[src/rtl/encoder_3lxnpc_pkg.sv]
// Shared types, gate on-pattern tables and lookup helpers for the 3-level leg feedback encoder.
// Gate vectors are ordered {S6,S5,S4,S3,S2,S1}.
package encoder_3lxnpc_pkg;

   typedef enum logic [1:0] {
      TopoAnpc = 2'd0,
      TopoNpc  = 2'd1,
      TopoNpp  = 2'd2
   } npctypes_t;

   typedef enum logic [2:0] {
      StateP   = 3'd0,
      StateZU2 = 3'd1,
      StateZU1 = 3'd2,
      StateZL1 = 3'd3,
      StateZL2 = 3'd4,
      StateN   = 3'd5
   } statesanpc_t;

   typedef enum logic [1:0] {
      FaultNone  = 2'd0,
      FaultShoot = 2'd1,
      FaultDead  = 2'd2
   } encfault_t;

   typedef enum logic [1:0] {
      StInit   = 2'd0,
      StStable = 2'd1,
      StTrans  = 2'd2,
      StFault  = 2'd3
   } encfsm_t;

   localparam int unsigned DefTdelayWidth = 8;

   localparam logic [5:0] AnpcPatP   = 6'b100011;
   localparam logic [5:0] AnpcPatZU2 = 6'b011010;
   localparam logic [5:0] AnpcPatZU1 = 6'b010010;
   localparam logic [5:0] AnpcPatZL1 = 6'b100100;
   localparam logic [5:0] AnpcPatZL2 = 6'b100101;
   localparam logic [5:0] AnpcPatN   = 6'b011100;

   localparam logic [5:0] NpcMask    = 6'b001111;
   localparam logic [5:0] NpcPatP    = 6'b000011;
   localparam logic [5:0] NpcPatZ    = 6'b000110;
   localparam logic [5:0] NpcPatN    = 6'b001100;

   localparam logic [5:0] AnpcHazOuterClampU = 6'b010001;
   localparam logic [5:0] AnpcHazOuterClampL = 6'b101000;
   localparam logic [5:0] HazAllSeries       = 6'b001111;
   localparam logic [5:0] NpcHazUpper        = 6'b000101;
   localparam logic [5:0] NpcHazLower        = 6'b001010;

   typedef struct packed {
      logic        hit;
      statesanpc_t st;
   } lookup_t;

   function automatic lookup_t table_lookup(npctypes_t topo, logic [5:0] pat);
      lookup_t res;
      res.hit = 1'b1;
      res.st  = StateP;
      if (topo == TopoAnpc) begin
         case (pat)
            AnpcPatP:   res.st = StateP;
            AnpcPatZU2: res.st = StateZU2;
            AnpcPatZU1: res.st = StateZU1;
            AnpcPatZL1: res.st = StateZL1;
            AnpcPatZL2: res.st = StateZL2;
            AnpcPatN:   res.st = StateN;
            default:    res.hit = 1'b0;
         endcase
      end else begin
         case (pat & NpcMask)
            NpcPatP: res.st = StateP;
            NpcPatZ: res.st = StateZU1;
            NpcPatN: res.st = StateN;
            default: res.hit = 1'b0;
         endcase
      end
      return res;
   endfunction

   function automatic logic [5:0] state_pattern(npctypes_t topo, statesanpc_t st);
      logic [5:0] pat;
      pat = 6'b000000;
      if (topo == TopoAnpc) begin
         case (st)
            StateP:   pat = AnpcPatP;
            StateZU2: pat = AnpcPatZU2;
            StateZU1: pat = AnpcPatZU1;
            StateZL1: pat = AnpcPatZL1;
            StateZL2: pat = AnpcPatZL2;
            StateN:   pat = AnpcPatN;
            default:  pat = 6'b000000;
         endcase
      end else begin
         case (st)
            StateP:   pat = NpcPatP;
            StateZU1: pat = NpcPatZ;
            StateN:   pat = NpcPatN;
            default:  pat = 6'b000000;
         endcase
      end
      return pat;
   endfunction

   function automatic logic is_hazard(npctypes_t topo, logic [5:0] pat);
      logic [5:0] p;
      if (topo == TopoAnpc) begin
         return ((pat & AnpcHazOuterClampU) == AnpcHazOuterClampU) ||
                ((pat & AnpcHazOuterClampL) == AnpcHazOuterClampL) ||
                ((pat & HazAllSeries) == HazAllSeries);
      end
      p = pat & NpcMask;
      return ((p & NpcHazUpper) == NpcHazUpper) ||
             ((p & NpcHazLower) == NpcHazLower) ||
             ((p & HazAllSeries) == HazAllSeries);
   endfunction

endpackage

[src/rtl/encoder_3lxnpc_sync.sv]
// Multi-stage synchroniser followed by a consecutive-sample filter; acc_o is high while the
// synchronised vector has been identical for at least FiltCyc samples (current one included).
module sync_filter_3lxnpc #(
   parameter int unsigned Width      = 6,
   parameter int unsigned SyncStages = 2,
   parameter int unsigned FiltCyc    = 4
) (
   input  logic             clk,
   input  logic             rst_n,
   input  logic [Width-1:0] data_i,
   output logic [Width-1:0] sync_o,
   output logic             acc_o
);

   localparam int unsigned Stages  = (SyncStages < 2) ? 2 : SyncStages;
   localparam int unsigned FiltEff = (FiltCyc == 0) ? 1 : ((FiltCyc > 15) ? 15 : FiltCyc);
   localparam logic [3:0]  FiltThr = 4'(FiltEff);

   logic [Width-1:0] sync_q [Stages];
   logic [Width-1:0] last_q;
   logic [3:0]       cnt_q, cnt_d;

   always_ff @(posedge clk or negedge rst_n) begin
      if (!rst_n) begin
         for (int i = 0; i < Stages; i++) begin
            sync_q[i] <= '0;
         end
         last_q <= '0;
         cnt_q  <= '0;
      end else begin
         sync_q[0] <= data_i;
         for (int i = 1; i < Stages; i++) begin
            sync_q[i] <= sync_q[i-1];
         end
         last_q <= sync_o;
         cnt_q  <= cnt_d;
      end
   end

   assign sync_o = sync_q[Stages-1];

   // Count of consecutive identical samples including the one presented this cycle.
   always_comb begin
      cnt_d = cnt_q;
      if (sync_o != last_q) begin
         cnt_d = 4'd1;
      end else if (cnt_q != 4'hf) begin
         cnt_d = cnt_q + 4'd1;
      end
   end

   assign acc_o = (cnt_d >= FiltThr);

endmodule

[src/rtl/encoder_3lxnpc.sv]
// Gate-feedback encoder for one 3-level leg: rebuilds the applied switching state, measures
// commutation dead intervals and latches shoot-through / dead-timeout faults.
module encoder_3lxnpc
   import encoder_3lxnpc_pkg::*;
#(
   parameter npctypes_t   Topology    = TopoAnpc,
   parameter int unsigned SyncStages  = 2,
   parameter int unsigned FiltCyc     = 4,
   parameter int unsigned MaxDead     = 200,
   parameter int unsigned TdelayWidth = DefTdelayWidth
) (
   input  logic                   clk,
   input  logic                   rst_n,
   input  logic [5:0]             gate_i,
   input  logic                   clr_i,
   output logic [2:0]             state_o,
   output logic                   state_valid_o,
   output logic                   comm_o,
   output logic [2:0]             prev_state_o,
   output logic [TdelayWidth-1:0] deadtime_o,
   output logic                   fault_o,
   output logic [1:0]             fault_code_o
);

   localparam int unsigned FiltEff = (FiltCyc == 0) ? 1 : ((FiltCyc > 15) ? 15 : FiltCyc);
   localparam logic [5:0]  InMask  = (Topology == TopoAnpc) ? 6'b111111 : NpcMask;
   localparam logic [TdelayWidth-1:0] DeadSat = '1;

   logic [5:0] gate_m, sync_pat;
   logic       acc;
   lookup_t    lk;
   logic       hazard, same_pat, timeout;

   encfsm_t                fsm_q, fsm_d;
   statesanpc_t            state_q, state_d, prev_q, prev_d;
   logic [TdelayWidth-1:0] dead_q, dead_d, dead_inc, dtime_q, dtime_d, dtime_new;
   logic                   comm_q, comm_d;
   encfault_t              code_q, code_d;

   // Unused gate bits are dropped before the synchroniser so they cannot reset the filter.
   assign gate_m = gate_i & InMask;

   sync_filter_3lxnpc #(
      .Width      (6),
      .SyncStages (SyncStages),
      .FiltCyc    (FiltEff)
   ) u_sync_filter (
      .clk    (clk),
      .rst_n  (rst_n),
      .data_i (gate_m),
      .sync_o (sync_pat),
      .acc_o  (acc)
   );

   assign lk       = table_lookup(Topology, sync_pat);
   assign hazard   = is_hazard(Topology, sync_pat);
   assign same_pat = (sync_pat == state_pattern(Topology, state_q));

   assign dead_inc  = (dead_q == DeadSat) ? dead_q : dead_q + 1'b1;
   assign timeout   = (32'(dead_inc) > MaxDead);
   // Filter latency is part of the measured interval, so it is removed from the report.
   assign dtime_new = (32'(dead_inc) > FiltEff) ? TdelayWidth'(32'(dead_inc) - FiltEff) : '0;

   always_comb begin
      fsm_d   = fsm_q;
      state_d = state_q;
      prev_d  = prev_q;
      dead_d  = dead_q;
      dtime_d = dtime_q;
      comm_d  = 1'b0;
      code_d  = code_q;
      if (hazard) begin
         fsm_d  = StFault;
         code_d = FaultShoot;
      end else begin
         unique case (fsm_q)
            StInit: begin
               if (acc && lk.hit) begin
                  fsm_d   = StStable;
                  state_d = lk.st;
               end
            end
            StStable: begin
               if (!same_pat) begin
                  fsm_d  = StTrans;
                  dead_d = TdelayWidth'(1);
               end
            end
            StTrans: begin
               dead_d = dead_inc;
               if (acc && same_pat) begin
                  fsm_d = StStable;
               end else if (acc && lk.hit) begin
                  fsm_d   = StStable;
                  comm_d  = 1'b1;
                  prev_d  = state_q;
                  state_d = lk.st;
                  dtime_d = dtime_new;
               end else if (timeout) begin
                  fsm_d  = StFault;
                  code_d = FaultDead;
               end
            end
            StFault: begin
               if (clr_i) begin
                  fsm_d  = StInit;
                  code_d = FaultNone;
               end
            end
            default: fsm_d = StInit;
         endcase
      end
   end

   always_ff @(posedge clk or negedge rst_n) begin
      if (!rst_n) begin
         fsm_q   <= StInit;
         state_q <= StateP;
         prev_q  <= StateP;
         dead_q  <= '0;
         dtime_q <= '0;
         comm_q  <= 1'b0;
         code_q  <= FaultNone;
      end else begin
         fsm_q   <= fsm_d;
         state_q <= state_d;
         prev_q  <= prev_d;
         dead_q  <= dead_d;
         dtime_q <= dtime_d;
         comm_q  <= comm_d;
         code_q  <= code_d;
      end
   end

   assign state_o       = state_q;
   assign prev_state_o  = prev_q;
   assign state_valid_o = (fsm_q == StStable) || (fsm_q == StTrans);
   assign comm_o        = comm_q;
   assign deadtime_o    = dtime_q;
   assign fault_o       = (fsm_q == StFault);
   assign fault_code_o  = code_q;

endmodule

[config.mk]
export PLATFORM = sky130hd
export DESIGN_NAME = encoder_3lxnpc
export DESIGN_NICKNAME = d
export VERILOG_FILES = /design/src/rtl/encoder_3lxnpc_pkg.sv /design/src/rtl/encoder_3lxnpc_sync.sv /design/src/rtl/encoder_3lxnpc.sv
export SDC_FILE = /design/constraint.sdc
export NUM_CORES = 1
export LEC_CHECK = 0
export ABC_AREA = 1
export ABC_CLOCK_PERIOD_IN_PS = 2200
export CORE_MARGIN = 2
export CORE_UTILIZATION = 50
export DETAILED_ROUTE_END_ITERATION = 12
export PLACE_DENSITY_LB_ADDON = 0.25
export SETUP_SLACK_MARGIN = 0.5
export SLEW_MARGIN = 20
export SYNTH_ARGS = -nofsm -noshare
export SYNTH_HDL_FRONTEND = slang
export SYNTH_SLANG_ARGS = --single-unit
[constraint.sdc]
create_clock -name clk -period 2.2 [get_ports clk]
set_input_delay 0.33 -clock clk [delete_from_list [all_inputs] [get_ports clk]]
set_output_delay 0.33 -clock clk [all_outputs]
set_load 0.05 [all_outputs]
==> impl_metrics.ini, run 1 <==
[synthesis]
syn-num-nets = 365
synthTopCellsByArea = dfrtp_1 45%, nand2_1 14%, nand3_1 6.1%
ys_warn_count = 0
ys_seq_elements = 49
syn-mean-instance-area_um2 = 7.81
synthFlopType = dfrtp_1
netlist_area_um2 = 2710
async_reset_ff_frac = 1.00
yosys.area.top_type = dfrtp_1
synth_cell_types = 30
synthCells = 347
synth_edf_count = 0
seq_area_frac_synth = 0.453
yosys.area.top_type_share = 0.453

[die]
die-area_um2 = 6020
initial_core_util = 0.524
ios = 28
fp.dieW_um = 77.6
placementRows = 26
fp.dieH_um = 77.6
core_um2 = 5170

[worst_setup_path]
cp_slowest_cell = dfrtp_1
crit_required_ns = 2.40
crit_family = simple AND/OR/NAND/NOR gates
start_kind = register
path_max_fanout = 7
crit_type = reg2reg
crit_chain = nand2_2 > nor2_4 > xor2_1 > nand2_2 > inv_2 > ha_2 > inv_1 > a21oi_2 > nand3_2 > nand2_4 > o21ai_1
critPathArrivalTime_ns = 2.16
crit_path_max_incr_delay_ns = 0.43
path_buf_inv = 2
crit_path_frequent_cell = nand2_2
cp-end-kind = register

[sta]
holdWs_ns = -0.00619
final_hold_viol_count = 17
maxSlewHeadroom = 0.630
timing.fmax_mhz = 511
min_period_ns = 1.96
fin_tns_setup_ns = 0
finalSetupViolations = 0
rsz0062_at_grt = true
worst_slack_ns = 0.244
fin_crit_sh = 0.889
finalMaxSlewViolations = 0
clock_skew_ns = 0.00513
worst_pin_slew_ns = 0.555

[drt]
ant_nets = 0
first_pass_iters = 5
drtIter0Drc = 219
vias = 2515
viasPerCell = 5.27
wire_per_inst_um = 14.0
route.detailed.drc = 0
routed_wl_um = 6690

[placed_design]
pre_cts_ws_ns = 0.134
placed_area_um2 = 3110
dp_cells = 441
gp_congestion = 0.940
port-buffer-count = 27
hpwl_um = 4280

[pwr]
cellLeakagePower_nw = 1.85
p_per_area_nw_per_um2 = 869
ir_worst_vdd_mv = 0.718

[grt]
grtUsageMet3 = 0.0419
busiest_layer = met2
grtUsageTotal = 0.224
grt_use_met2 = 0.362
grt_pass1_vias = 2342
grt_pass1_wl_um = 10700
grt_max_degree = 28
grt_antenna_before_repair = 0
use_met1 = 0.303
grt_overflow = 0

[clocking]
numClockSinks = 49
cts_tree = built
cts_max_level = 2
clk_pin_slew_worst_paths_ns = 0.10
clock_latency_ns = 0.31
cts_hold_buf = 0
cts_buffer_depth = 2
cts_buffers = 5
cts_root_buf = clkbuf_8

[layout]
drive_above_1_share = 0.317
finish.instance_area_um2 = 3620
num_antenna_cells = 0
mostFrequentLayoutCells = 83 x nand2_1, 39 x dfrtp_1, 32 x inv_1, 28 x buf_4, 24 x nand3_1
area_delta_synth_final_pct = 33.7
layout_commonest_cell = nand2_1
fin_util = 0.700
nNetsFinal = 424
fin_cells = 477

[outcome]
outcome = complete, but fails checks
violations = negative hold slack

[hold_path]
hp-class = in2async

[job]
cap_viol_max_count = 0
-- metal layers --
| layer | part of all wire | routed length [µm] |
|---|---|---|
| met4 | 0.011 | 76 |
| met2 | 0.49 | 3300 |
| met3 | 0.059 | 394 |
| met1 | 0.44 | 2920 |
| met5 | 0 | 0 |
-- area by class of cell --
cell class                 instances  area, µm²
fill                             394       1550
multi-input combinational        250       1540
sequential                        49       1240
timing repair buffer              56        465
inverter                          44        166
tap                               70       87.6
clock buffer                       5       68.8
clock inverter                     3       50.0
-- per-stage QoR --
stage	hold WS (ns)	power [mW]
global route	0.0277	3.31
finish	-0.00619	3.15
floorplan	0.0344	1.91
detailed placement	0.335	2.18
CTS	0.00200	2.99
global placement	0.331	2.15
-- Yosys cell counts (2+ instances only) --
| master | instances |
|---|---|
| nand2_1 | 101 |
| dfrtp_1 | 49 |
| inv_1 | 37 |
| nand3_1 | 33 |
| nor2_1 | 30 |
| nand4_1 | 12 |
| o21ai_0 | 12 |
| xor2_1 | 11 |
| ha_1 | 9 |
| o21ai_1 | 8 |
| a21oi_1 | 7 |
| inv_2 | 6 |
| o22ai_1 | 5 |
| o21ai_2 | 4 |
| nand2_2 | 3 |
| nor2_2 | 3 |
| buf_4 | 2 |
| nand2_4 | 2 |
| nor3_1 | 2 |
-- cells by family after synthesis --
logic type,share of synthesized area
compound gates,0.0804
xor+xnor,0.0356
fa+ha+maj,0.0416
buf+inv,0.0739
flops,0.453
simple gates,0.316
-- state kept, by name, summed over array words and instances (netlist names) --
register,cells
comm_o,1
dead_q,8
deadtime_o,8
fault_code_o,2
fsm_q,2
prev_state_o,3
state_o,3
u_sync_filter.cnt_q,4
u_sync_filter.last_q,6
u_sync_filter.sync_o,6
u_sync_filter.sync_q,6
-- worst paths after layout --
| path | startpoint | endpoint | slack (ns) | cells past startpoint |
|---|---|---|---|---|
| max | dead_q[1] | deadtime_o[1] | 0.24 | 11 |
| min | rst_n | u_sync_filter.sync_q[9] | -0.006 | 1 |
| max reg2reg | dead_q[1] | deadtime_o[1] | 0.24 | 11 |
| min reg2reg | u_sync_filter.sync_q[9] | u_sync_filter.sync_o[3] | 0.35 | 0 |
| max in group asynchronous | rst_n | u_sync_filter.sync_o[3] | 1.67 | 2 |
| min in group clk | u_sync_filter.sync_q[9] | u_sync_filter.sync_o[3] | 0.35 | 0 |
-- what timing repair did --
item                                   in CTS  in global routing
gates cloned                                1                  0
setup endpoints to repair                  45                 30
pin swaps                                  22                 13
setup buffers                              19                  8
resized for setup                          51                 37
endpoints found under the hold margin       0                  0
-- power by group --
| part | internal, mW | leakage (nW) | switching, mW |
|---|---|---|---|
| combinational | 0.490 | 1.18 | 0.894 |
| sequential | 0.986 | 0.611 | 0.0886 |
| clock | 0.349 | 0.0603 | 0.341 |
No activity file was read; power rests on OpenSTA's default activity.
==> run 2, diff against run 1 <==
TNS_END_PERCENT = 100   (was unset)
==> results of run 2 <==
No change in the layout: final DEF, timing and power equal those of run 1.
